`src/rtl/sar_logic.sv`:
```
// sar_logic: successive-approximation controller that binary-searches the comparator MSB first and latches the result with a ready pulse
module sar_logic #(
  parameter int NBITS         = 8,
  parameter int SETTLE_CYCLES = 0
) (
  input  logic             clk_sar,
  input  logic             reset,
  input  logic             sample,
  input  logic             comp_in,
  output logic [NBITS-1:0] dac_code,
  output logic [NBITS-1:0] data_out,
  output logic             ready,
  output logic             busy
);
  localparam int KW = $clog2(NBITS);
  typedef enum logic [1:0] {IDLE, SETTLE, DECIDE} state_t;
  localparam state_t START = (SETTLE_CYCLES > 0) ? SETTLE : DECIDE;
  localparam logic [3:0] SC = 4'(SETTLE_CYCLES);
  localparam logic [KW-1:0] KMAX = KW'(NBITS - 1);
  localparam logic [NBITS-1:0] MSB = {1'b1, {(NBITS-1){1'b0}}};
  state_t state_q, state_d;
  logic [NBITS-1:0] dac_q, dac_d, data_q, data_d;
  logic ready_q, ready_d, busy_q, busy_d;
  logic [KW-1:0] k_q, k_d;
  logic [3:0] cnt_q, cnt_d;
  // state and datapath registers; reset aborts any conversion without a ready pulse
  always_ff @(posedge clk_sar) begin
    if (reset) begin
      state_q <= IDLE;
      dac_q   <= '0;
      data_q  <= '0;
      ready_q <= 1'b0;
      busy_q  <= 1'b0;
      k_q     <= KMAX;
      cnt_q   <= '0;
    end else begin
      state_q <= state_d;
      dac_q   <= dac_d;
      data_q  <= data_d;
      ready_q <= ready_d;
      busy_q  <= busy_d;
      k_q     <= k_d;
      cnt_q   <= cnt_d;
    end
  end
  // next state: settle phase (if any) precedes every decision, last decision returns to idle
  always_comb begin
    state_d = state_q;
    case (state_q)
      IDLE:    state_d = sample ? START : IDLE;
      SETTLE:  state_d = (cnt_q == 4'd1) ? DECIDE : SETTLE;
      DECIDE:  state_d = (k_q == '0) ? IDLE : START;
      default: state_d = IDLE;
    endcase
  end
  // next register values: bit k resolved and bit k-1 trialled in one write
  always_comb begin
    dac_d   = dac_q;
    data_d  = data_q;
    ready_d = 1'b0;
    busy_d  = busy_q;
    k_d     = k_q;
    cnt_d   = cnt_q;
    case (state_q)
      IDLE: if (sample) begin
        dac_d  = MSB;
        k_d    = KMAX;
        busy_d = 1'b1;
        cnt_d  = SC;
      end
      SETTLE: cnt_d = cnt_q - 4'd1;
      DECIDE: begin
        dac_d[k_q] = comp_in;
        if (k_q != '0) begin
          dac_d[k_q - 1'b1] = 1'b1;
          k_d   = k_q - 1'b1;
          cnt_d = SC;
        end else begin
          data_d  = dac_d;
          ready_d = 1'b1;
          busy_d  = 1'b0;
        end
      end
      default: ;
    endcase
  end
  assign dac_code = dac_q;
  assign data_out = data_q;
  assign ready    = ready_q;
  assign busy     = busy_q;
endmodule

```
`config.mk`:
```
export PLATFORM = sky130hd
export DESIGN_NAME = sar_logic
export DESIGN_NICKNAME = d
export VERILOG_FILES = /design/src/rtl/sar_logic.sv
export SDC_FILE = /design/constraint.sdc
export NUM_CORES = 1
export LEC_CHECK = 0
export ABC_AREA = 1
export CORE_MARGIN = 2
export CORE_UTILIZATION = 57
export CTS_CLUSTER_SIZE = 30
export DETAILED_ROUTE_END_ITERATION = 12
export MAX_ROUTING_LAYER = met4
export PLACE_DENSITY = 0.82
export RECOVER_POWER = 100
export REMOVE_ABC_BUFFERS = 1
export SYNTH_ARGS = -nofsm -noshare
export SYNTH_HDL_FRONTEND = slang
export SYNTH_SLANG_ARGS = --single-unit
export TNS_END_PERCENT = 30
```
`constraint.sdc`:
```
create_clock -name clk_sar -period 4 [get_ports clk_sar]
set_input_delay 0.8 -clock clk_sar [delete_from_list [all_inputs] [get_ports clk_sar]]
set_output_delay 0.8 -clock clk_sar [all_outputs]
set_load 0.1 [all_outputs]
```
==> results summary, run 1 <==
The run finished with clean final reports. The highest-delay cell along the critical path is sky130_fd_sc_hd__dlygate4sd3_1. The arrival time at the worst endpoint is 1.96 ns. The final non-filler cell total is 249.

For this run, the total global-route usage over all layers was measured as 26.3%. The core box area is 2430 um^2. After filler insertion, the fill cell instance count of the layout stands at 228. Yosys instantiated no cell more often than sky130_fd_sc_hd__nand2_1. Power comes to 549 uW.

For the worst setup path, the data required time is 3.20 ns. The highest ir drop seen on vdd is 0.000283 V. The clock network latency to the later pin of the worst-skew pair is 0.33 ns. The initial detailed-routing violation count came out at 40. The antenna diode count came out at 0.

The final count of hold timing violations is 0. In this design, the largest share of critical-path delay is due to buffers and inverters. The H-tree depth reported by CTS is 1. The cts-stage hold buffer count came out at 0. The number of port buffers is 21.

Dividing the detail-routed wire length by the instance count gives 13.1 um. The minimum setup slack after placement is 1.70 ns. After global routing the overflow that remains totals 0. The via-per-instance ratio is 5.48. For this run, design rule violations remaining after detail routing come to 0. After synthesis the cells add up to 1440 um^2.

The worst-path maximum fanout is 3. The number of antenna-violating nets in the routed design came out at 0. The initial antenna violation count came out at 0. The slew at the pin closest to its max-slew limit came out at 0.978 ns. The final layout contains 228 nets. Sorting the synthesized cells by area gives the leading types as sky130_fd_sc_hd__dfxtp_1 37%, sky130_fd_sc_hd__nand2_1 14%, sky130_fd_sc_hd__nand3_1 8.0%, sky130_fd_sc_hd__a21oi_1 6.6%, sky130_fd_sc_hd__inv_1 5.2%. Setup repair after global routing left no endpoint under its margin.

Between clock sinks in the finished design, the worst skew comes to 0.00833 ns. The pre-antenna-repair detailed-routing pass consisted of 4 iterations. The netlist uses 29 different library cells.

The number of max-slew violations in the final report came out at 0. Of all cell types, the one taking the most synthesized area is sky130_fd_sc_hd__dfxtp_1. The largest incremental delay on the critical path is 1.22 ns.

The class of the most critical setup path is reg -> out. Sorting the synthesized cells by how often they occur yields 55 x sky130_fd_sc_hd__nand2_1, 27 x sky130_fd_sc_hd__dfxtp_1, 23 x sky130_fd_sc_hd__nand3_1, 20 x sky130_fd_sc_hd__inv_1, 19 x sky130_fd_sc_hd__a21oi_1. The count of flip-flops with a built-in enable after synthesis is 0. Based on the critical path, the design can be clocked at up to 363 MHz. The quantity of gates resized following cts is 0. The final critical path time including I/O delays and setup is 2.76 ns. The core occupancy in the finished layout is 67.0%. STA classifies the critical path endpoint as an output pin. Headroom to the max-slew limit came out at 34.6%. The starting density of the core is 59.3%. The instance count after placement with tap cells included is 245. The count of buffering cells on the critical path with inverters included is 1. The area growth from synthesis to layout is 12.9%. The worst setup path is launched from a register. The sum of met2 wire segment lengths after detailed routing came out at 1540 um.

The share of Yosys cell area claimed by the top area cell type came out at 37.5%. Setup violations remaining at the end of the flow were counted as 0. The number of global-route vias before repair is 1190. Wires add up to 3260 um. The number of buffers added by the clock tree synthesis step is 3. The overall via count from detail_route is 1364. The site row count is 18. The tightest min-delay check is of the reg -> reg type.

The wire-length estimate of the detail-placed layout is 2440 um. The final setup slack of the worst path is 1.24 ns. Max-cap violations in this run came to 0. Yosys printed 0 warnings. The number of clock sinks came out at 27. The routed length on met1 came out at 1570 um. The mean instance size in the synthesized netlist came out at 7.18 um^2. The top routing layer in use is met4. The clock transition at the registers of the reported paths came out at 0.15 ns. In this run the deepest clock path goes through 2 buffers.

TritonCTS built the clock tree. The buffer count from post-CTS setup fixing is 0. The library cell used as clock root buffer is sky130_fd_sc_hd__clkbuf_4. The share of synthesized registers carrying an async set or reset came out at 0%. In the synthesized netlist the dominant register cell turns out to be sky130_fd_sc_hd__dfxtp_1. The post-synthesis sequential area ratio came out at 37.5%.

Walking the worst path, the cells encountered are dlygate4sd3_1. Pin placement for this block handled 22 I/O pins. The total die area is 2950 um^2.

The fraction of final layout cells with drive strength greater than 1 is 7.31%. The standby leakage power came out at 0.000725 uW. The pin count of the biggest net entering global routing came out at 17. The amount of wire on met3 after detailed routing is 128 um. Dividing the final minimum period by the clock period gives 68.9%.

The power per cell area came out at 337 nW/um^2. The global-route wire length before repair came out at 5460 um. After technology mapping, the gate count stands at 201. The die boundary width is 54.3 um. The final RePlAce weighted congestion is 0.858. The post-route setup TNS is 0 ns. The die is 54.3 um tall. In this run, synthesis produced a sequential element count of 27.
-- power by group --
group | switching (uW) | internal, uW
registers | 15.6 | 278
clock network | 79.5 | 39.1
logic | 101 | 35.2
-- per-layer routing --
metal,global-route usage [%],vias up
li1,-,697
met1,34.6,638
met2,42.0,25
met3,3.28,4
met4,8.33,0
met5,-,-
-- kinds of logic after synthesis --
kind of cell / synth area share (%)
and+or+nand+nor: 28.3
AOI/OAI and AO/OA: 19.2
buffers and inverters: 11.6
DFF: 37.5
adders and majority gates: 3.47
-- final timing paths --
check	start	endpoint	slack, ns	cells past startpoint
worst max-delay path	dac_code[3]$_SDFFE_PP0P_	dac_code[3]	1.24	1
worst min-delay path	busy$_SDFFE_PP0P_	busy$_SDFFE_PP0P_	0.48	2
worst max register to register	k_q[0]$_SDFFE_PP1P_	data_out[6]$_SDFFE_PP0P_	1.30	8
worst min register to register	busy$_SDFFE_PP0P_	busy$_SDFFE_PP0P_	0.48	2
-- flip-flops by register name (all words and copies together) (netlist names) --
name	count
k_q	3
busy	1
data_out	8
cnt_q	4
dac_code	8
state_q	2
ready	1
-- final cells by class --
cell class              count  area (um^2)  share of cell area (%)
multi-input cells         141          711                    43.6
flip-flops and latches     27          541                    33.2
repair buffers             21          210                    12.9
inverters                  26          104                    6.37
well taps                  30         37.5                    2.30
clock buffers               4         26.3                    1.61
-- through the flow --
stage / area (um^2) / hold slack [ns]
after floorplan: 1380 / 0.435
after global placement: 1630 / 0.452
after detailed placement: 1630 / 0.466
after CTS: 1650 / 0.484
after global routing: 1630 / 0.512
final: 1630 / 0.480
-- cells in the final DEF, fill, tap and decap left out --
cell                              Yosys  final
sky130_fd_sc_hd__o21bai_1             1      1
sky130_fd_sc_hd__dlygate4sd3_1        0     19
sky130_fd_sc_hd__a21oi_4              2      2
sky130_fd_sc_hd__ha_1                 4      4
sky130_fd_sc_hd__inv_6                1      1
sky130_fd_sc_hd__clkdlybuf4s50_1      0      2
sky130_fd_sc_hd__clkbuf_4             0      3
sky130_fd_sc_hd__dfxtp_1             27     27
sky130_fd_sc_hd__o211ai_1             3      4
sky130_fd_sc_hd__o21ai_1              2      1
sky130_fd_sc_hd__inv_2                4      2
sky130_fd_sc_hd__o21ai_0             11     13
sky130_fd_sc_hd__nand3_1             23     23
sky130_fd_sc_hd__or2_2                2      2
sky130_fd_sc_hd__clkinvlp_2           0      1
sky130_fd_sc_hd__a21oi_2              2      2
sky130_fd_sc_hd__o21ai_2              2      1
sky130_fd_sc_hd__clkbuf_1             1      1
sky130_fd_sc_hd__nand2_1             55     56
sky130_fd_sc_hd__nand2_2              1      1
sky130_fd_sc_hd__nand4_1              2      2
sky130_fd_sc_hd__a31oi_1              1      1
sky130_fd_sc_hd__nor2_1               7      8
sky130_fd_sc_hd__nor2_2               1      1
sky130_fd_sc_hd__inv_1               20     22
sky130_fd_sc_hd__a21oi_1             19     19
Note: power is estimated with default switching activity, not from simulation.
==> run 2: changes to the inputs <==
--- a/config.mk
+++ b/config.mk
@@ -7,11 +7,11 @@
 export LEC_CHECK = 0
 export ABC_AREA = 1
 export CORE_MARGIN = 2
-export CORE_UTILIZATION = 57
+export CORE_UTILIZATION = 48
 export CTS_CLUSTER_SIZE = 30
 export DETAILED_ROUTE_END_ITERATION = 12
 export MAX_ROUTING_LAYER = met4
-export PLACE_DENSITY = 0.82
+export PLACE_DENSITY = 0.73
 export RECOVER_POWER = 100
 export REMOVE_ABC_BUFFERS = 1
 export SYNTH_ARGS = -nofsm -noshare
==> constraint.sdc (replaced) <==
create_clock -name clk_sar -period 2.3 [get_ports clk_sar]
set_input_delay 0.46 -clock clk_sar [delete_from_list [all_inputs] [get_ports clk_sar]]
set_output_delay 0.46 -clock clk_sar [all_outputs]
set_load 0.1 [all_outputs]
==> results summary, run 2 (synthesis gave the netlist of run 1 again) <==
The total die area came out at 3460 um^2. The final-layout worst hold slack is 0.474 ns. The clock tree skew after final layout is 0.00242 ns. Summed over all cells, the static leakage comes to 0.000703 uW. In this design, the stage delay of the slowest critical-path cell is 0.62 ns.

The number of clock sinks is 27. At the pin with the least slew margin, the transition time is 0.543 ns. The via-per-instance ratio is 5.31.

The number of nets in the layout is 230. The global-route wire length before repair came out at 5560 um. The die boundary width came out at 58.8 um.

STA classifies the critical path endpoint as a register. The clock transition at the registers of the reported paths came out at 0.14 ns. The quantity of gates resized following cts came out at 0. Dividing the detail-routed wire length by the instance count gives 12.9 um. The checks that failed: design-rule violations. The power per cell area came out at 610 nW/um^2. The run finished, with violations left.

Setup slack on the critical path of the routed design comes to 0.275 ns. The buffer count from post-CTS setup fixing is 0. The setup check on the worst reg-to-reg path leaves a slack of 0.27 ns. The library cell used as clock root buffer is sky130_fd_sc_hd__clkbuf_4. Counting both buffers and inverters, the worst setup path holds a total of 3. Relative to the synthesized area, the layout overhead comes to 8.50%. Adding up every negative setup slack in the final design gives 0 ns. The number of antenna-violating nets in the routed design came out at 0. The site row count came out at 19. The minimum setup slack after placement came out at 0.396 ns. On the critical path the largest part of the delay comes from flip-flops.

The final RePlAce weighted congestion is 0.903. The worst-path maximum fanout came out at 16. Detailed routing inserted a total of 1338 vias. The first detailed-routing pass ran for 8 iterations. The fraction of final layout cells with drive strength greater than 1 is 17.6%.

The H-tree depth reported by CTS is 1. The kind of start point of the critical path is a register. The class of the tightest hold or removal check is reg -> reg. The number of global-route vias before repair is 1284.

During I/O placement, the number of pins put on the boundary was 22. In this design, the critical path's most frequently occurring cell is sky130_fd_sc_hd__inv_2. The arrival time at the worst endpoint is 2.25 ns. Leaving out fill and tap cells, the most frequent cells in the layout are 56 x sky130_fd_sc_hd__nand2_1, 27 x sky130_fd_sc_hd__dfxtp_1, 23 x sky130_fd_sc_hd__nand3_1. The final non-filler cell total came out at 252.

Dividing the final minimum period by the clock period gives 88.1%. The post-detailed-placement half-perimeter wirelength is 2450 um. TritonCTS built the clock tree. The starting density of the core is 51.4%. The final count of hold timing violations came out at 0. The combinational share of power came out at 25.2%.

Setup violations remaining at the end of the flow were counted as 0. The signal on the critical path passes through inv_2 -> ha_1 -> inv_1 -> nor2_4 -> nand2_1 -> inv_2 -> o21ai_0 -> a21oi_1. The number of antenna diodes in the final layout is 0. The worst pin sits at a relative slew slack of 63.8%. The count of maximum capacitance violations came out at 0. The initial detailed-routing violation count is 58.

The number of placed instances, taps included, is 248. Input and output buffers added on the ports amount to 21. The initial antenna violation count is 0.

Of the total power, the share spent switching nets is 35.9%. The longest clock path from root to sink contains 2 buffers. The core box area came out at 2810 um^2.

For the worst setup path, the data required time is 2.52 ns. The height of the chip is 58.8 um. The slowest stage of the critical path belongs to the cell sky130_fd_sc_hd__dfxtp_1. The number of max-slew violations in the final report came to 0. Timing would allow up to 494 MHz. The cts-stage hold buffer count is 0.

The clock network latency to the later pin of the worst-skew pair came out at 0.32 ns. The clock network accounts for 21.3% of the total power. Leaving out fill and tap cells, the most frequent cell in the layout is sky130_fd_sc_hd__nand2_1. TritonCTS created 3 clock buffers.

The sequential share of power is 53.5%. Setup repair after global routing left no endpoint under its margin. The internal power came out at 612 uW. After detailed routing, the number of remaining DRC violations is 2. For this block, the routed nets add up to 3240 um of wire.

The critical path in this run is classified as reg -> reg. Entering global routing, the biggest net connects 17 pins. The net load switching power came out at 343 uW. The final global-route overflow total came out at 0. The highest ir drop seen on vdd came out at 0.000299 V.

The global-route usage over all layers came out at 21.3%. The final critical path time including I/O delays and setup came out at 2.03 ns. The total power after layout came out at 954 uW.
==> run 2: changes by cell type in the layout (fill, tap and decap cells not counted), sizes merged <==
cell / delta
dlygate4sd3: -19
clkbuf: +18
buf: +2
clkdlybuf4s50: +1
clkinvlp: -1
inv: +1
==> run 2: final cells by class <==
type | instances | area [um^2]
multi-input combinational | 141 | 722
fill | 293 | 1240
clock buffer | 4 | 26.3
inverter | 26 | 103
sequential | 27 | 541
tap | 31 | 38.8
timing repair buffer | 23 | 135
==> run 2: power groups by stage <==
| stage | Sequential (uW) | Combinational (uW) | Clock [uW] |
|---|---|---|---|
| after global placement | 520 | 245 | 0 |
| after detailed placement | 521 | 247 | 0 |
| after CTS | 510 | 247 | 211 |
| after global routing | 514 | 265 | 230 |
| final | 510 | 241 | 203 |
| after floorplan | 582 | 119 | 0 |
==> run 2: final timing paths <==
kind	from	to	cells after the start
worst max-delay path	k_q[0]$_SDFFE_PP1P_	data_out[3]$_SDFFE_PP0P_	8
worst min-delay path	cnt_q[1]$_SDFFE_PP0P_	cnt_q[1]$_SDFFE_PP0P_	2
worst max register to register	k_q[0]$_SDFFE_PP1P_	data_out[3]$_SDFFE_PP0P_	8
worst min register to register	cnt_q[1]$_SDFFE_PP0P_	cnt_q[1]$_SDFFE_PP0P_	2
==> run 2: tightest hold or removal path, stage by stage (launching register included) <==
cell and delay, ns:
sky130_fd_sc_hd__dfxtp_1 0.34, sky130_fd_sc_hd__nand2_1 0.06, sky130_fd_sc_hd__a21oi_1 0.05
==> run 2: per-layer routing <==
metal / share of wire, % / GRT usage (%) / wire length (um) / up-vias
li1: - / - / - / 695
met1: 50 / 28.7 / 1630 / 597
met2: 42 / 31.9 / 1380 / 33
met3: 3.8 / 2.86 / 123 / 13
met4: 3.5 / 9.42 / 115 / 0
met5: 0 / - / 0 / -
==> run 2: metrics by stage <==
stage | utilization, % | cell area, um^2
finish | 55.8 | 1570
global route | 55.8 | 1570
CTS | 57.9 | 1630
detailed placement | 57.0 | 1600
global placement | 57.0 | 1600
floorplan | - | 1380
